`src/rtl/dealer_pkg.sv`:
```
// Shared card types, rank constants and baccarat scoring helpers.
package dealer_pkg;

  typedef logic [3:0] card_t;

  localparam card_t RANK_EMPTY = 4'd0;
  localparam card_t RANK_ACE   = 4'd1;
  localparam card_t RANK_KING  = 4'd13;

  // Tens and court cards count as zero, as does an empty slot.
  function automatic logic [3:0] card_value(input card_t c);
    return (c >= RANK_ACE && c <= 4'd9) ? c : 4'd0;
  endfunction

  // Three values sum to at most 27, so two conditional subtractions give mod 10.
  function automatic logic [3:0] hand_score(input card_t a, input card_t b, input card_t c);
    logic [4:0] s;
    s = 5'(card_value(a)) + 5'(card_value(b)) + 5'(card_value(c));
    if (s >= 5'd20)
      s = s - 5'd20;
    else if (s >= 5'd10)
      s = s - 5'd10;
    return s[3:0];
  endfunction

endpackage

```
`src/rtl/card_dealer_shoe.sv`:
```
// Card shoe: free-running rank pointer plus, with CARD_DEALER_SHOE_TRACK_EN,
// per-rank counts, empty-rank skip search, cards_left and reshuffle.
module card_shoe
  import dealer_pkg::*;
#(
  parameter int NUM_DECKS    = 1,
  parameter int RESHUFFLE_AT = 6
) (
  input  logic       slow_clock,
  input  logic       resetb,
  input  logic       draw,
  input  logic       new_hand,
  output card_t      rank,
  output logic [5:0] cards_left
);

  localparam logic [5:0] TOTAL_CARDS = 6'(52 * NUM_DECKS);
  localparam logic [5:0] RESHUF_LVL  = 6'(RESHUFFLE_AT);

  card_t r_ptr;

  always_ff @(posedge slow_clock or negedge resetb) begin
    if (!resetb)
      r_ptr <= RANK_ACE;
    else
      r_ptr <= (r_ptr == RANK_KING) ? RANK_ACE : r_ptr + 4'd1;
  end

`ifdef CARD_DEALER_SHOE_TRACK_EN
  localparam int CNT_W = $clog2(4 * NUM_DECKS + 1);
  localparam logic [CNT_W-1:0] RANK_FULL = CNT_W'(4 * NUM_DECKS);

  logic [CNT_W-1:0] r_count [1:13];
  logic [5:0]       r_cards_left;
  card_t            w_sel;
  logic             w_found;

  function automatic card_t rank_after(input card_t p, input logic [3:0] k);
    logic [4:0] s;
    s = {1'b0, p} + {1'b0, k};
    if (s > 5'(RANK_KING))
      s = s - 5'd13;
    return s[3:0];
  endfunction

  // First rank at or above the pointer (wrapping) that still has cards.
  always_comb begin
    w_sel   = r_ptr;
    w_found = 1'b0;
    for (int k = 0; k < 13; k++) begin
      if (!w_found && r_count[rank_after(r_ptr, 4'(k))] != '0) begin
        w_sel   = rank_after(r_ptr, 4'(k));
        w_found = 1'b1;
      end
    end
  end

  always_ff @(posedge slow_clock or negedge resetb) begin
    if (!resetb) begin
      for (int i = 1; i <= 13; i++)
        r_count[i] <= RANK_FULL;
      r_cards_left <= TOTAL_CARDS;
    end else if (new_hand) begin
      if (r_cards_left < RESHUF_LVL) begin
        for (int i = 1; i <= 13; i++)
          r_count[i] <= RANK_FULL;
        r_cards_left <= TOTAL_CARDS;
      end
    end else if (draw) begin
      r_count[w_sel] <= r_count[w_sel] - 1'b1;
      r_cards_left   <= r_cards_left - 6'd1;
    end
  end

  assign rank       = w_sel;
  assign cards_left = r_cards_left;
`else
  logic w_unused_inputs;

  assign w_unused_inputs = &{1'b0, draw, new_hand, RESHUF_LVL};
  assign rank            = r_ptr;
  assign cards_left      = TOTAL_CARDS;
`endif

endmodule

```
`src/rtl/card_dealer.sv`:
```
// Baccarat card slots, load priority, load_err and scoring on top of card_shoe.
// Finite-shoe tracking is enabled by defining CARD_DEALER_SHOE_TRACK_EN.
module card_dealer
  import dealer_pkg::*;
#(
  parameter int NUM_DECKS    = 1,
  parameter int RESHUFFLE_AT = 6
) (
  input  logic       slow_clock,
  input  logic       resetb,
  input  logic       new_hand,
  input  logic       load_pcard1,
  input  logic       load_pcard2,
  input  logic       load_pcard3,
  input  logic       load_dcard1,
  input  logic       load_dcard2,
  input  logic       load_dcard3,
  output card_t      pcard1,
  output card_t      pcard2,
  output card_t      pcard3,
  output card_t      dcard1,
  output card_t      dcard2,
  output card_t      dcard3,
  output logic [3:0] pscore,
  output logic [3:0] dscore,
  output logic [5:0] cards_left,
  output logic       load_err
);

  logic [5:0] w_loads;
  logic [5:0] w_grant;
  logic       w_multi;
  logic       w_draw;
  card_t      w_rank;
  card_t      r_slot [6];
  logic       r_load_err;

  // Bit 0 is the highest priority strobe, so isolating the lowest set bit grants it.
  assign w_loads = {load_dcard3, load_dcard2, load_dcard1, load_pcard3, load_pcard2, load_pcard1};
  assign w_grant = w_loads & (~w_loads + 6'd1);
  assign w_multi = (w_loads & (w_loads - 6'd1)) != 6'd0;
  assign w_draw  = (|w_loads) & ~new_hand;

  card_shoe #(
    .NUM_DECKS    (NUM_DECKS),
    .RESHUFFLE_AT (RESHUFFLE_AT)
  ) u_shoe (
    .slow_clock (slow_clock),
    .resetb     (resetb),
    .draw       (w_draw),
    .new_hand   (new_hand),
    .rank       (w_rank),
    .cards_left (cards_left)
  );

  always_ff @(posedge slow_clock or negedge resetb) begin
    if (!resetb) begin
      for (int i = 0; i < 6; i++)
        r_slot[i] <= RANK_EMPTY;
      r_load_err <= 1'b0;
    end else if (new_hand) begin
      for (int i = 0; i < 6; i++)
        r_slot[i] <= RANK_EMPTY;
      r_load_err <= 1'b0;
    end else begin
      for (int i = 0; i < 6; i++)
        if (w_grant[i])
          r_slot[i] <= w_rank;
      if (w_multi)
        r_load_err <= 1'b1;
    end
  end

  assign pcard1   = r_slot[0];
  assign pcard2   = r_slot[1];
  assign pcard3   = r_slot[2];
  assign dcard1   = r_slot[3];
  assign dcard2   = r_slot[4];
  assign dcard3   = r_slot[5];
  assign load_err = r_load_err;
  assign pscore   = hand_score(r_slot[0], r_slot[1], r_slot[2]);
  assign dscore   = hand_score(r_slot[3], r_slot[4], r_slot[5]);

endmodule

```
`config.mk`:
```
export PLATFORM = sky130hd
export DESIGN_NAME = card_dealer
export DESIGN_NICKNAME = d
export VERILOG_FILES = /design/src/rtl/dealer_pkg.sv /design/src/rtl/card_dealer_shoe.sv /design/src/rtl/card_dealer.sv
export SDC_FILE = /design/constraint.sdc
export NUM_CORES = 1
export LEC_CHECK = 0
export CORE_ASPECT_RATIO = 1.4
export CORE_MARGIN = 8
export CORE_UTILIZATION = 30
export DETAILED_ROUTE_END_ITERATION = 10
export GPL_TIMING_DRIVEN = 1
export PLACE_DENSITY_LB_ADDON = 0.2
export RECOVER_POWER = 50
export SLEW_MARGIN = 25
export SYNTH_ARGS = -nofsm -noshare
export SYNTH_HDL_FRONTEND = slang
export SYNTH_SLANG_ARGS = --single-unit
```
`constraint.sdc`:
```
create_clock -name slow_clock -period 5.2 [get_ports slow_clock]
set_clock_uncertainty 0.05 [all_clocks]
set_input_delay 1.04 -clock slow_clock [delete_from_list [all_inputs] [get_ports slow_clock]]
set_output_delay 1.04 -clock slow_clock [all_outputs]
set_load 0.01 [all_outputs]
```
# Word-level counts from Yosys, hierarchy flattened
# Index checks and enable logic that the tools add are counted.
# word_totals
wordCells,73
output_inout_bits,39
reg_bits,29
input_bits,9
# op_classes
n_lt_le_gt_ge,16
n_reduce_logical,14
muxes,20
n_addsub,11
eq_ne,1
bitwise_logic,3
# op_table
operator,n
$mux 4,17
$ge 4x1->1 const B,6
$le 4x4->1 const B,6
$mux 24,1
$reduce_bool 2->1,7
$and 6x6->6,2
$add 4x4->5,2
$add 5x4->5,2
$ge 5x4->1 const B,2
$ge 5x5->1 const B,2
$sub 4x3->4 const B,2
$sub 4x4->4 const B,2
$add 6x1->6 const B,1
$logic_and 1x1->1,6
$not 6->6,1
$reduce_bool 6->1,1
$sub 6x1->6 const B,1
$add 4x1->4 const B,1
$eq 4x4->1 const B,1
$mux 1,2

# Depth between registers and ports, before layout
# depth
word_depth,8
mapped_depth,12
depth_no_buf,12

# Hierarchy
# Synthesis repeated with hierarchy kept, for this count alone.
# hier_totals
hier_cells,226
hier_area_um2,2208.4
# modules_own_cells
module,area_per_inst_um2,seq_area_each_um2,cells_per_inst,instances
card_dealer,1986.9,625.6,204,1
card_shoe,221.5,101.3,22,1

# Least setup slack after synthesis
# OpenSTA, ideal clock, no wires.
# synth_timing
path_kind,register to output
startpoint,"register r_slot, in the netlist pcard1[3]"
endpoint,output pscore[1]
path_buffers,0
slack_ns,0.989
path_stages_with_launch,13
t_required_ns,4.110
t_arrival_ns,3.121
path_cell_list,dfrtp_1 o21ai_0 and2_1 fa_1 ha_1 fa_1 xor2_1 inv_1 ha_1 nor3b_1 or4_1 a211o_1 o211ai_2
# synth_via
elab_chain_len,8
elab_cells_between_ends,12
cone_classes,add/sub: 4; order compare: 4; mux: 3; reduce/logical: 1
# synth_lines
element,line_no,text
"start, declared",card_dealer.sv:35,card_t r_slot [6];
"start signal, assigned by index",card_dealer.sv:68,r_slot[i] <= w_rank;
$ge 4x1->1 or $le 4x4->1 (tied branches),dealer_pkg.sv:12,return (c >= RANK_ACE && c <= 4'd9) ? c : 4'd0;
$logic_and 1x1->1,dealer_pkg.sv:12,
$mux 4 (*),dealer_pkg.sv:12,
$add 4x4->5 (*),dealer_pkg.sv:18,s = 5'(card_value(a)) + 5'(card_value(b)) + 5'(card_value(c));
$add 5x4->5 (*),dealer_pkg.sv:18,
$sub 4x4->4 or $ge 5x4->1 (tied branches),"dealer_pkg.sv:22, dealer_pkg.sv:21",
$mux 4,dealer_pkg.sv:21,else if (s >= 5'd10)
$mux 4 (*),dealer_pkg.sv:19,if (s >= 5'd20)
"end, declared",card_dealer.sv:24,"output logic [3:0] pscore,"
# Mark *: on every way between the ends. The rest lies on a longest branch, timed or not.

# Worst setup path in the final report
# layout_timing
startpoint,"register r_slot, in the netlist pcard1[3]"
endpoint,output pscore[2]
# The elaborated chain is that of the path after synthesis.

==> results.md <==
* Status: complete, but fails checks
* Failing checks: capacitance limit, slew limit
* CP max-delay cell: clkdlybuf4s50_1
* Hold Path Class: reg2reg
* # placed instances at approximately 360
* Worst Setup Start Kind: register
* Max Cap Viol at 1
* First-pass GRT wire length at 9.06 mm
* DR vias at about 1700
* Vias per inst at between 4 and 5
* CTS tree: done
* Largest net degree at the start of global routing at 30
* Worst path top cell family by delay: adder cells
* Yosys reg bits at 29
* Total grt overflow at 0
* Hpwl dp at slightly above 4 mm
* Setup_tns at 0 ns
* Post-CTS Hold Buffers at 0
* Peak supply drop at about 0.00013 V
* Final hold slack at 0.496 ns
* Worst Setup End Kind: primary output
* Most used DFF post-synth: dfrtp_1
* RD Place Congestion at around 0.75
* Die height at around 120 um
* Core area at 0.00727 mm2
* Core Util, Final at between 30% and 40%
* Initial antenna violation count at 0
* Count leader, synth: dfrtp_1
* Rows at 37
* Synth top area share at a little under a third
* Initial Util at between 30% and 40%
* Critical path, cell by cell: o21ai_0 -> and2_1 -> fa_1 -> ha_1 -> fa_1 -> xor2_2 -> inv_1 -> ha_1 -> nor3b_1 -> or3_2 -> o21ai_0 -> mux2i_1 -> clkdlybuf4s50_1
* Die W at roughly 90 um
* Fin cells at between 300 and 400
* M1 WL at 2.24 mm
* H-tree lvl count at 2
* Worst-Skew Late Latency at between 0.2 and 0.3 ns
* Synthesized area per cell at approximately 9.6 um2
* Vias in the first global route at around 1800
* TritonCTS buffer count at 5
* Clk buf depth at 2
* Drc violations at 0
* Dominant cell type by area after synthesis: dfrtp_1
* Unique masters post-synth at 39
* Fin. max-slew vios at 30
* Max Used Layer: met4
* Clock period minus worst slack at approximately 5 ns
* CP Class: reg2out
* Clock transition at the registers of the reported paths at 0.07 ns
* Critical Path AT at ~3.9 ns
* Synth cell count leaders: 28 x dfrtp_1, 25 x mux2i_1, 23 x nor2_1
* Final hold vios at 0
* Layout cells sized above 1 at under 10%
* Leak Pwr at approximately 1.3 nW
* Reg-to-Reg Start: u_shoe.rank[0]
* Die area at around 0.010 mm2
* Setup crit start: pcard1[3]
* Synthesis warning total at 0
* WL met2 at between 2 and 3 mm
* Ports at 48
* Least-Margin Pin Slew at roughly 1.6 ns
* WL per Instance at about 15 um
* Cell Area, Synth at 0.00221 mm2
* Ys async rst share at 100%
* Final setup viols at 0
* Post-layout power at between 0.5 and 0.6 mW
* Total track usage at around 11%
* Final wirelength at roughly 5.3 mm
* FMAX at 202 MHz
* Crit path buf inv count at 2
* P&R area growth vs syn at 26.2%
* Pre-antenna DRT Iters at 4
* DR iter-0 viols at between 40 and 50
* CP max stage delay at about 0.5 ns
* # port buffers at between 40 and 50
* Rel. slew slack at -7.23%
* Wire length on met3 at between 300 and 400 um
* Final #Nets at around 300
* Seq/Total Area, Yosys at roughly a third
* Power Density at 190 mW/mm2
* ANT nets after route at 0
* N_diodes at 0
* Final critical-path share of the clock period at between 90% and 100%
* Slack of the worst reg-to-reg path at about 3.9 ns
* Worst Hold Launch: load_err
* CTS root buf: clkbuf_8
* Post-synthesis cell count at approximately 230
* Peak fanout along the critical path at 6
* Count of clock tree sinks at 29
* Post-synth EDFFs at 0
* Crit path required time at just over 4 ns
* Dominant cells by area after synthesis: dfrtp_1 32%, mux2i_1 11%, fa_1 9.1%, ha_1 6.8%, nor2_1 3.9%
worst paths after layout:
check                                 end  depth (start not counted)
hold / removal                   load_err                          2
hold reg to reg                  load_err                          2
setup / recovery                pscore[2]                         13
max in group asynchronous       dcard1[3]                          2
min in group asynchronous       pcard3[0]                          2
setup reg to reg           u_shoe.rank[2]                          3
worst reg2reg max path: stages, from the launching register on:
cell     delay [ns]
dfstp_1        0.77
o21ai_0        0.16
nand2_1        0.09
o21ai_0        0.07
cells by family (layout without fill, tap and decap cells):
family	Yosys count	in the layout	share of synthesized area (%)
AOI/OAI and AO/OA	39	39	10.4
buffers and inverters	22	58	5.10
other	2	6	0.340
muxes	25	25	11.3
adders and majority gates	23	23	16.3
xor gates and xnor gates	2	2	0.793
DFF	29	29	32.9
and+or+nand+nor	89	89	22.9
power breakdown:
group | internal, mW | total, mW | switching [mW]
registers | 0.230 | 0.235 | 0.00503
logic | 0.0537 | 0.110 | 0.0567
clock network | 0.0921 | 0.183 | 0.0909
total | 0.376 | 0.529 | 0.153
timing repair:
item | CTS | global route
resized for setup | 1 | 2
endpoints found under the setup margin | 1 | 6
endpoints found under the hold margin | 0 | 0
cloned | 0 | 0
setup buffers | 0 | 2
layout make-up:
class	instances	area (um2)
inverters	6	22.5
clock inverters	3	17.5
repair buffers	44	432
clock buffers	5	68.8
well taps	97	121
multi-input cells	184	1400
flip-flops and latches	29	727
fillers	784	4480
cells in the final DEF, fill, tap and decap left out, drive strengths merged:
cell,synthesis,final
a211o,2,2
a21boi,1,1
a21o,2,2
a21oi,12,12
a22oi,1,1
and2,7,7
and3,1,1
and3b,1,1
buf,8,2
clkbuf,8,6
clkdlybuf4s50,0,30
clkinv,0,2
clkinvlp,0,1
conb,2,6
dfrtp,28,28
dfstp,1,1
dlygate4sd3,0,10
dlymetal6s2s,0,1
fa,10,10
ha,12,12
inv,6,6
maj3,1,1
mux2i,25,25
nand2,15,15
nand2b,4,4
nand3,5,5
nand3b,1,1
nor2,23,23
nor2b,13,13
nor3b,9,9
nor4,4,4
nor4b,1,1
o211ai,4,4
o21ai,16,16
o22ai,1,1
or3,4,4
or4,1,1
xor2,2,2
stage by stage:
stage	cell area, um2	setup WS [ns]
after CTS	2770	0.0333
after detailed placement	2670	0.253
after floorplan	2220	0.989
after global placement	2670	0.336
after global routing	2790	-0.0155
final	2790	0.246
flip-flops by register name (all words and copies together), names as in the netlist:
name,cells
load_err,1
pcard1,4
u_shoe.rank,4
dcard1,4
dcard2,4
pcard3,4
dcard3,4
pcard2,4
layer usage:
layer / GRT usage, % / up-vias
li1: - / 861
met1: 12.4 / 835
met2: 19.1 / 39
met3: 2.66 / 7
met4: 4.14 / 0
met5: 0 / -
(Power assumes the default switching activity.)
